$ cat src/rtl/cnn_ups_nn_2x_if.sv
// Pixel stream bundle for the 2x nearest-neighbour upsampler: input handshake plus output stream.
// Latency: none, wires only.
// Backpressure: ready_in is driven by the slave; the output stream carries no ready.
//
// Signals:
//   valid_in   master->slave  pxl_in valid
//   pxl_in     master->slave  input pixel, raster order within a plane, planes in sequence
//   ready_in   slave->master  slave accepts pxl_in this cycle
//   pxl_out    slave->master  upsampled pixel
//   valid_out  slave->master  pxl_out valid
//   frame_last slave->master  pulse with the last output pixel of each channel plane
//   done       slave->master  pulse with the last output pixel of the last channel
interface cnn_ups_nn_2x_if #(
    parameter int DATA_WIDTH = 32
);
    logic                  valid_in;
    logic [DATA_WIDTH-1:0] pxl_in;
    logic                  ready_in;
    logic [DATA_WIDTH-1:0] pxl_out;
    logic                  valid_out;
    logic                  frame_last;
    logic                  done;

    modport master (
        output valid_in,
        output pxl_in,
        input  ready_in,
        input  pxl_out,
        input  valid_out,
        input  frame_last,
        input  done
    );

    modport slave (
        input  valid_in,
        input  pxl_in,
        output ready_in,
        output pxl_out,
        output valid_out,
        output frame_last,
        output done
    );
endinterface

$ cat src/rtl/cnn_ups_nn_2x.sv
// Streaming 2x nearest-neighbour upsampler: each pixel is emitted twice per row, each row twice.
// Latency: first output 2 edges after a row's last pixel is accepted (3 with UPS_OUT_REG_EN).
// Backpressure: ready_in drops only while both line buffers hold unread rows; no output backpressure.
//
// Ports:
//   clk    rising-edge clock
//   reset  synchronous, active-high
//   bus    cnn_ups_nn_2x_if.slave (valid_in/pxl_in/ready_in in, pxl_out/valid_out/frame_last/done out)
// Configuration macro: UPS_OUT_REG_EN adds one register stage on all outputs (latency +1).
module cnn_ups_nn_2x #(
    parameter int DATA_WIDTH   = 32,
    parameter int IMAGE_WIDTH  = 16,
    parameter int IMAGE_HEIGHT = 16,
    parameter int CHANNEL_NUM  = 512,
    parameter int ADDR_WIDTH   = 4
) (
    input  logic           clk,
    input  logic           reset,
    cnn_ups_nn_2x_if.slave bus
);
    localparam int ROW_W = $clog2(2 * IMAGE_HEIGHT);
    localparam int CH_W  = (CHANNEL_NUM > 1) ? $clog2(CHANNEL_NUM) : 1;

    localparam logic [ADDR_WIDTH-1:0] COL_LAST = ADDR_WIDTH'(IMAGE_WIDTH - 1);
    localparam logic [ROW_W-1:0]      ROW_LAST = ROW_W'(2 * IMAGE_HEIGHT - 1);
    localparam logic [CH_W-1:0]       CH_LAST  = CH_W'(CHANNEL_NUM - 1);

    localparam logic [0:0] IDLE = 1'b0;
    localparam logic [0:0] EMIT = 1'b1;

    // Ping-pong line buffers; storage is never reset, the full flags gate its use.
    logic [DATA_WIDTH-1:0] lbuf_q [2][IMAGE_WIDTH];
    logic [1:0]            full_q, full_d;

    // Writer
    logic                  wr_sel_q, wr_sel_d;
    logic [ADDR_WIDTH-1:0] wr_col_q, wr_col_d;
    logic                  accept;
    logic                  wr_last;

    // Reader
    logic [0:0]            state_q, state_d;
    logic                  rd_sel_q, rd_sel_d;
    logic                  dup_q, dup_d;
    logic [ADDR_WIDTH-1:0] rcol_q, rcol_d;
    logic                  rep_q, rep_d;
    logic [ROW_W-1:0]      orow_q, orow_d;
    logic [CH_W-1:0]       ch_q, ch_d;
    logic                  rd_en;
    logic                  row_end;
    logic                  clr_full;

    // Read register
    logic [DATA_WIDTH-1:0] rd_pxl_q;
    logic                  rd_vld_q;
    logic                  rd_fl_q, rd_fl_d;
    logic                  rd_done_q, rd_done_d;

    assign bus.ready_in = ~full_q[wr_sel_q];
    assign accept       = bus.valid_in & ~full_q[wr_sel_q];
    assign wr_last      = (wr_col_q == COL_LAST);

    always_comb begin
        wr_col_d = wr_col_q;
        wr_sel_d = wr_sel_q;
        if (accept) begin
            wr_col_d = wr_last ? '0 : wr_col_q + 1'b1;
            wr_sel_d = wr_sel_q ^ wr_last;
        end
    end

    always_ff @(posedge clk) begin
        if (!reset && accept) begin
            lbuf_q[wr_sel_q][wr_col_q] <= bus.pxl_in;
        end
    end

    // Reader: dup is innermost, then rcol, then rep; one buffer read per EMIT cycle.
    assign row_end = dup_q && (rcol_q == COL_LAST);

    always_comb begin
        state_d   = state_q;
        rd_sel_d  = rd_sel_q;
        dup_d     = dup_q;
        rcol_d    = rcol_q;
        rep_d     = rep_q;
        orow_d    = orow_q;
        ch_d      = ch_q;
        rd_en     = 1'b0;
        clr_full  = 1'b0;
        rd_fl_d   = 1'b0;
        rd_done_d = 1'b0;
        case (state_q)
            IDLE: begin
                if (full_q[rd_sel_q]) begin
                    state_d = EMIT;
                    dup_d   = 1'b0;
                    rcol_d  = '0;
                    rep_d   = 1'b0;
                end
            end
            default: begin
                rd_en = 1'b1;
                dup_d = ~dup_q;
                if (dup_q) begin
                    rcol_d = row_end ? '0 : rcol_q + 1'b1;
                end
                if (row_end) begin
                    rep_d = ~rep_q;
                    if (orow_q == ROW_LAST) begin
                        orow_d  = '0;
                        rd_fl_d = 1'b1;
                        if (ch_q == CH_LAST) begin
                            ch_d      = '0;
                            rd_done_d = 1'b1;
                        end else begin
                            ch_d = ch_q + 1'b1;
                        end
                    end else begin
                        orow_d = orow_q + 1'b1;
                    end
                    if (rep_q) begin
                        // Row fully replayed: release the buffer and chain straight
                        // into the other one if it was already waiting.
                        clr_full = 1'b1;
                        rd_sel_d = ~rd_sel_q;
                        state_d  = full_q[~rd_sel_q] ? EMIT : IDLE;
                    end
                end
            end
        endcase
    end

    // Writer set and reader clear always hit different buffers.
    always_comb begin
        full_d = full_q;
        if (accept && wr_last) begin
            full_d[wr_sel_q] = 1'b1;
        end
        if (clr_full) begin
            full_d[rd_sel_q] = 1'b0;
        end
    end

    always_ff @(posedge clk) begin
        if (reset) begin
            full_q    <= '0;
            wr_sel_q  <= 1'b0;
            wr_col_q  <= '0;
            state_q   <= IDLE;
            rd_sel_q  <= 1'b0;
            dup_q     <= 1'b0;
            rcol_q    <= '0;
            rep_q     <= 1'b0;
            orow_q    <= '0;
            ch_q      <= '0;
            rd_pxl_q  <= '0;
            rd_vld_q  <= 1'b0;
            rd_fl_q   <= 1'b0;
            rd_done_q <= 1'b0;
        end else begin
            full_q    <= full_d;
            wr_sel_q  <= wr_sel_d;
            wr_col_q  <= wr_col_d;
            state_q   <= state_d;
            rd_sel_q  <= rd_sel_d;
            dup_q     <= dup_d;
            rcol_q    <= rcol_d;
            rep_q     <= rep_d;
            orow_q    <= orow_d;
            ch_q      <= ch_d;
            rd_vld_q  <= rd_en;
            rd_fl_q   <= rd_fl_d;
            rd_done_q <= rd_done_d;
            if (rd_en) begin
                rd_pxl_q <= lbuf_q[rd_sel_q][rcol_q];
            end
        end
    end

`ifdef UPS_OUT_REG_EN
    logic [DATA_WIDTH-1:0] out_pxl_q;
    logic                  out_vld_q;
    logic                  out_fl_q;
    logic                  out_done_q;

    always_ff @(posedge clk) begin
        if (reset) begin
            out_pxl_q  <= '0;
            out_vld_q  <= 1'b0;
            out_fl_q   <= 1'b0;
            out_done_q <= 1'b0;
        end else begin
            out_pxl_q  <= rd_pxl_q;
            out_vld_q  <= rd_vld_q;
            out_fl_q   <= rd_fl_q;
            out_done_q <= rd_done_q;
        end
    end

    assign bus.pxl_out    = out_pxl_q;
    assign bus.valid_out  = out_vld_q;
    assign bus.frame_last = out_fl_q;
    assign bus.done       = out_done_q;
`else
    assign bus.pxl_out    = rd_pxl_q;
    assign bus.valid_out  = rd_vld_q;
    assign bus.frame_last = rd_fl_q;
    assign bus.done       = rd_done_q;
`endif

endmodule

$ cat src/flat_wrapper.sv
// flat-port wrapper written by rule: the top's interface ports become plain ports
module cnn_ups_nn_2x_flat 
#(
    parameter int DATA_WIDTH   = 32,
    parameter int IMAGE_WIDTH  = 16,
    parameter int IMAGE_HEIGHT = 16,
    parameter int CHANNEL_NUM  = 512,
    parameter int ADDR_WIDTH   = 4
)
  (clk, reset, bus_valid_in, bus_pxl_in, bus_ready_in, bus_pxl_out, bus_valid_out, bus_frame_last, bus_done);
  cnn_ups_nn_2x_if #(.DATA_WIDTH(DATA_WIDTH)) bus_i ();
  input  logic clk;
  input  logic reset;
  input wire logic [$bits(bus_i.valid_in)-1:0] bus_valid_in;
  input wire logic [$bits(bus_i.pxl_in)-1:0] bus_pxl_in;
  output wire logic [$bits(bus_i.ready_in)-1:0] bus_ready_in;
  output wire logic [$bits(bus_i.pxl_out)-1:0] bus_pxl_out;
  output wire logic [$bits(bus_i.valid_out)-1:0] bus_valid_out;
  output wire logic [$bits(bus_i.frame_last)-1:0] bus_frame_last;
  output wire logic [$bits(bus_i.done)-1:0] bus_done;
  assign bus_i.valid_in = bus_valid_in;
  assign bus_i.pxl_in = bus_pxl_in;
  assign bus_ready_in = bus_i.ready_in;
  assign bus_pxl_out = bus_i.pxl_out;
  assign bus_valid_out = bus_i.valid_out;
  assign bus_frame_last = bus_i.frame_last;
  assign bus_done = bus_i.done;
  cnn_ups_nn_2x #(.DATA_WIDTH(DATA_WIDTH), .IMAGE_WIDTH(IMAGE_WIDTH), .IMAGE_HEIGHT(IMAGE_HEIGHT), .CHANNEL_NUM(CHANNEL_NUM), .ADDR_WIDTH(ADDR_WIDTH)) u_core (.clk(clk), .reset(reset), .bus(bus_i));
endmodule
$ cat config.mk
export PLATFORM = sky130hd
export DESIGN_NAME = cnn_ups_nn_2x_flat
export DESIGN_NICKNAME = d
export VERILOG_FILES = /design/src/rtl/cnn_ups_nn_2x_if.sv /design/src/rtl/cnn_ups_nn_2x.sv /design/src/flat_wrapper.sv
export SDC_FILE = /design/constraint.sdc
export NUM_CORES = 1
export LEC_CHECK = 0
export CAP_MARGIN = 20
export CORE_UTILIZATION = 50
export DETAILED_ROUTE_END_ITERATION = 10
export GPL_TIMING_DRIVEN = 0
export PLACE_DENSITY = 0.68
export SLEW_MARGIN = 20
export SYNTH_ARGS = -nofsm -noshare
export SYNTH_HDL_FRONTEND = slang
export SYNTH_SLANG_ARGS = --single-unit
$ cat constraint.sdc
create_clock -name clk -period 2.9 [get_ports clk]
set_clock_uncertainty 0.1 [all_clocks]
set_input_delay 0.58 -clock clk [delete_from_list [all_inputs] [get_ports clk]]
set_output_delay 0.58 -clock clk [all_outputs]
set_load 0.03 [all_outputs]
==> impl_metrics.ini <==
[clock_tree]
clock-root-buffer = clkbuf_16
clkTransAtPathRegs_ns = 0.06
clock_path_buffers = 3
cts_tree = yes
cts-htree-levels = 3
postCtsHoldBufs = 0
cts_num_sinks = 1089
clock_latency_ns = 0.70
cts_made_buffers = 109

[critical_path]
worst-path-buf-inv = 2
worst-path-max-fanout = 10
timing.critical_path.max_delay_family = simple AND/OR/NAND/NOR gates
cp_cell_sequence = nor2b_1, clkbuf_2, clkbuf_2, a22oi_1, a21oi_1, or4_1, a211oi_2
cpPeakStageDelay_ns = 0.64
critPathRequiredTime_ns = 3.39
r2r_setup_slack_ns = 0.04
rr_startpoint = u_core.rcol_q[1]
critical_path.startpoint_type = flop
ff2ff_path_depth = 7
crit_arrival_ns = 3.35
critical-path-slowest-cell = or4_1
critPathMostFrequentCell = clkbuf_2
endpoint_kind = flop
criticalPathCategory = reg -> reg
startpoint = u_core.rcol_q[1]
reg2reg_to = u_core.bus.pxl_out[13]

[detailed_routing]
drt-pass1-iter-count = 8
drtAntennaViolNets = 0
detailroute.via_count = 24100
drt-vias-per-instance = 6.17
routed_wire_length_per_instance_microns = 30.2
drt_iter0_drc = 2761
finalWirelength_mm = 118
post-route-drc-count = 0

[flow_run]
maxCapViolCount = 0

[grt]
grt.total_usage_pct = 27.2
first_global_vias = 24300
grt_start_max_net_pins = 33
grt_remaining_overflow = 0
grt_first_pass_wirelength_mm = 166
grt_antenna_before_repair = 0

[sta]
final_max_slew_viols = 0
slew_headroom_pct = 18.9
grt_setup_unrepaired = false
transition_time_at_the_pin_with_the_least_slew_margin_ns = 1.22
total_of_endpoints_with_negative_setup_slack_in_the_final_report = 0
finalHoldWorstSlack_ns = 0.308
max_freq_mhz = 349
setup_total_negative_slack_ns = 0
timing.final.hold_violations = 0
min_period_over_period_pct = 98.8
final_worst_setup_slack_ns = 0.0359
final.min_clock_period_ns = 2.86

[finish]
drive_gt1_share_pct = 15.5
register_area_sq_um = 32100
fillCellCount = 6090
multi_input_comb_area_sq_um = 9760
nets = 2729
layout_commonest_cell = edfxtp_1
syn_to_final_growth_pct = 17.1
n_antenna_cell = 0
final_design_area_no_fill_sq_um = 49700
layout_common_cells = edfxtp_1 (1,024), mux2i_1 (514), a22oi_1 (259)

[floorplanning]
top_level_ports = 71
fp.coreArea_sq_um = 83800
die_area_sq_um = 86100
num_rows = 106
die_height_microns = 293
chipWidth_microns = 293
effective_utilization_at_floorplan_pct = 50.7

[pwr]
static-leakage-power_nw = 15.0
pwr_density_cell_nw_per_um2 = 623
p_clk_share_pct = 43.0
vdd.ir_drop.worst_uv = 489
p_int_mw = 24.7
netSwitchingPower_mw = 6.27
switching_share_pct = 20.2
pwr-share-seq_pct = 55.6
power_frac_comb_pct = 1.4

[placed_design]
post_dp_cell_area_sq_um = 45800
port_buffers = 69
dp_worst_setup_slack_ns = -0.721
gp_congestion = 0.843
dpl.hpwl_mm = 76.0

[min_path]
timing.hold.worst.class = in -> reg
holdPathEnd = u_core.lbuf_q[1][34]
min_delay_src = bus_pxl_in[2]
hold_depth = 1

[synthesis]
synthArstFlopShare_pct = 0
post_synth_inst_count = 2420
synthesis.area_sq_um = 42500
synthFlopType = edfxtp_1
number_of_synthesized_flops_with_an_enable_pin = 1024
yosysSeqAreaShare_pct = 75.5
syn-mean-instance-area_sq_um = 17.5
number_of_flip_flops_and_latches_in_the_synthesized_netlist = 1089
synth_nets = 2465
ys.warnings.count = 0
yosys.cell_types.count = 43

[status]
status = completed
per-stage QoR:
step	total power [mW]	std cells	utilization, %
2_1_floorplan	17.7	2420	-
3_3_place_gp	17.9	3623	53.3
3_5_place_dp	18.0	3668	54.7
4_1_cts	31.1	3901	59.2
5_1_grt	31.7	3908	59.3
6_report	31.0	3908	59.3
synthesized netlist by cell type, types with 6 or more instances:
master / instances / area share [%]
a211oi_2: 32 / 0.94
a21oi_1: 146 / 1.7
a22oi_1: 259 / 4.6
buf_1: 7 / 0.062
buf_2: 8 / 0.094
buf_4: 29 / 0.51
buf_6: 23 / 0.61
clkbuf_1: 75 / 0.66
dfxtp_1: 65 / 3.1
edfxtp_1: 1024 / 72
ha_1: 10 / 0.29
mux2i_1: 515 / 12
nand2_1: 24 / 0.21
nand3_1: 6 / 0.071
nor2_1: 90 / 0.80
nor3_1: 7 / 0.083
or4_1: 34 / 0.60
worst reg2reg max path, stage by stage (launching register included):
cell and delay [ns]:
dfxtp_1 0.53, nor2b_1 0.11, clkbuf_2 0.32, clkbuf_2 0.42, a22oi_1 0.29, a21oi_1 0.12, or4_1 0.64, a211oi_2 0.24
routing by layer:
layer  global-route usage [%]  vias to the layer above  routed length, microns
met5                        0                        -                       0
met3                     4.41                      242                    9370
met4                     11.4                        0                    4810
met1                     35.7                    12400                   46100
met2                     45.2                     1281                   57700
li1                         -                    10200                       -
worst max-delay path by stage:
stage          cells past startpoint  slack (ns)                     end
2_1_floorplan                      6       0.009     u_core.lbuf_q[1][0]
3_3_place_gp                       4       -1.54   u_core.lbuf_q[1][236]
3_5_place_dp                       6       -0.72   u_core.lbuf_q[1][396]
4_1_cts                            7       0.003  u_core.bus.pxl_out[12]
5_1_grt                            7      0.0006  u_core.bus.pxl_out[10]
6_report                           7        0.04  u_core.bus.pxl_out[13]
cell type report:
cell class | count | area share, %
buffer | 147 | 1.88
clock buffer | 132 | 5.75
clock inverter | 69 | 1.05
inverter | 5 | 0.0378
multi-input combinational | 1178 | 19.6
sequential | 1089 | 64.5
tap | 1134 | 2.86
timing repair buffer | 154 | 4.31
flip-flops by register name (all words and copies together) (netlist names), named ones only:
signal and cells:
u_core.wr_sel_q 1, u_core.bus.valid_out 1, u_core.rcol_q 4, u_core.lbuf_q 1024
u_core.rep_q 1, u_core.full_q 2, u_core.state_q 1, u_core.bus.done 1
u_core.dup_q 1, u_core.wr_col_q 4, u_core.bus.pxl_out 32, u_core.ch_q 9
u_core.bus.frame_last 1, u_core.rd_sel_q 1, u_core.orow_q 5
cells by family (layout without fill, tap and decap cells):
group                    count (synthesis)  after routing  share of synthesized area, %
buffers and inverters                  153            507                          2.12
XOR/XNOR                                 9              9                         0.186
flip-flops                            1089           1089                          75.5
adder cells (fa/ha/maj)                 10             10                         0.295
AND/OR/NAND/NOR                        191            191                          2.24
multiplexers                           517            517                          12.2
AO/OA/AOI/OAI                          451            451                          7.47
power groups by stage:
stage	logic, mW	registers, mW	clock network, mW
final	0.420	17.2	13.3
after floorplan	0.104	17.6	0
after CTS	0.416	17.2	13.4
after detailed placement	0.409	17.6	0
after global routing	0.443	17.2	14.0
after global placement	0.367	17.6	0
repair_timing:
item	4_1_cts	5_1_grt
gates cloned	0	0
pin swaps	21	1
endpoints found under the hold margin	0	0
endpoints found under the setup margin	524	213
buffers inserted	32	6
gates resized for setup	25	34
(Power assumes the default switching activity.)
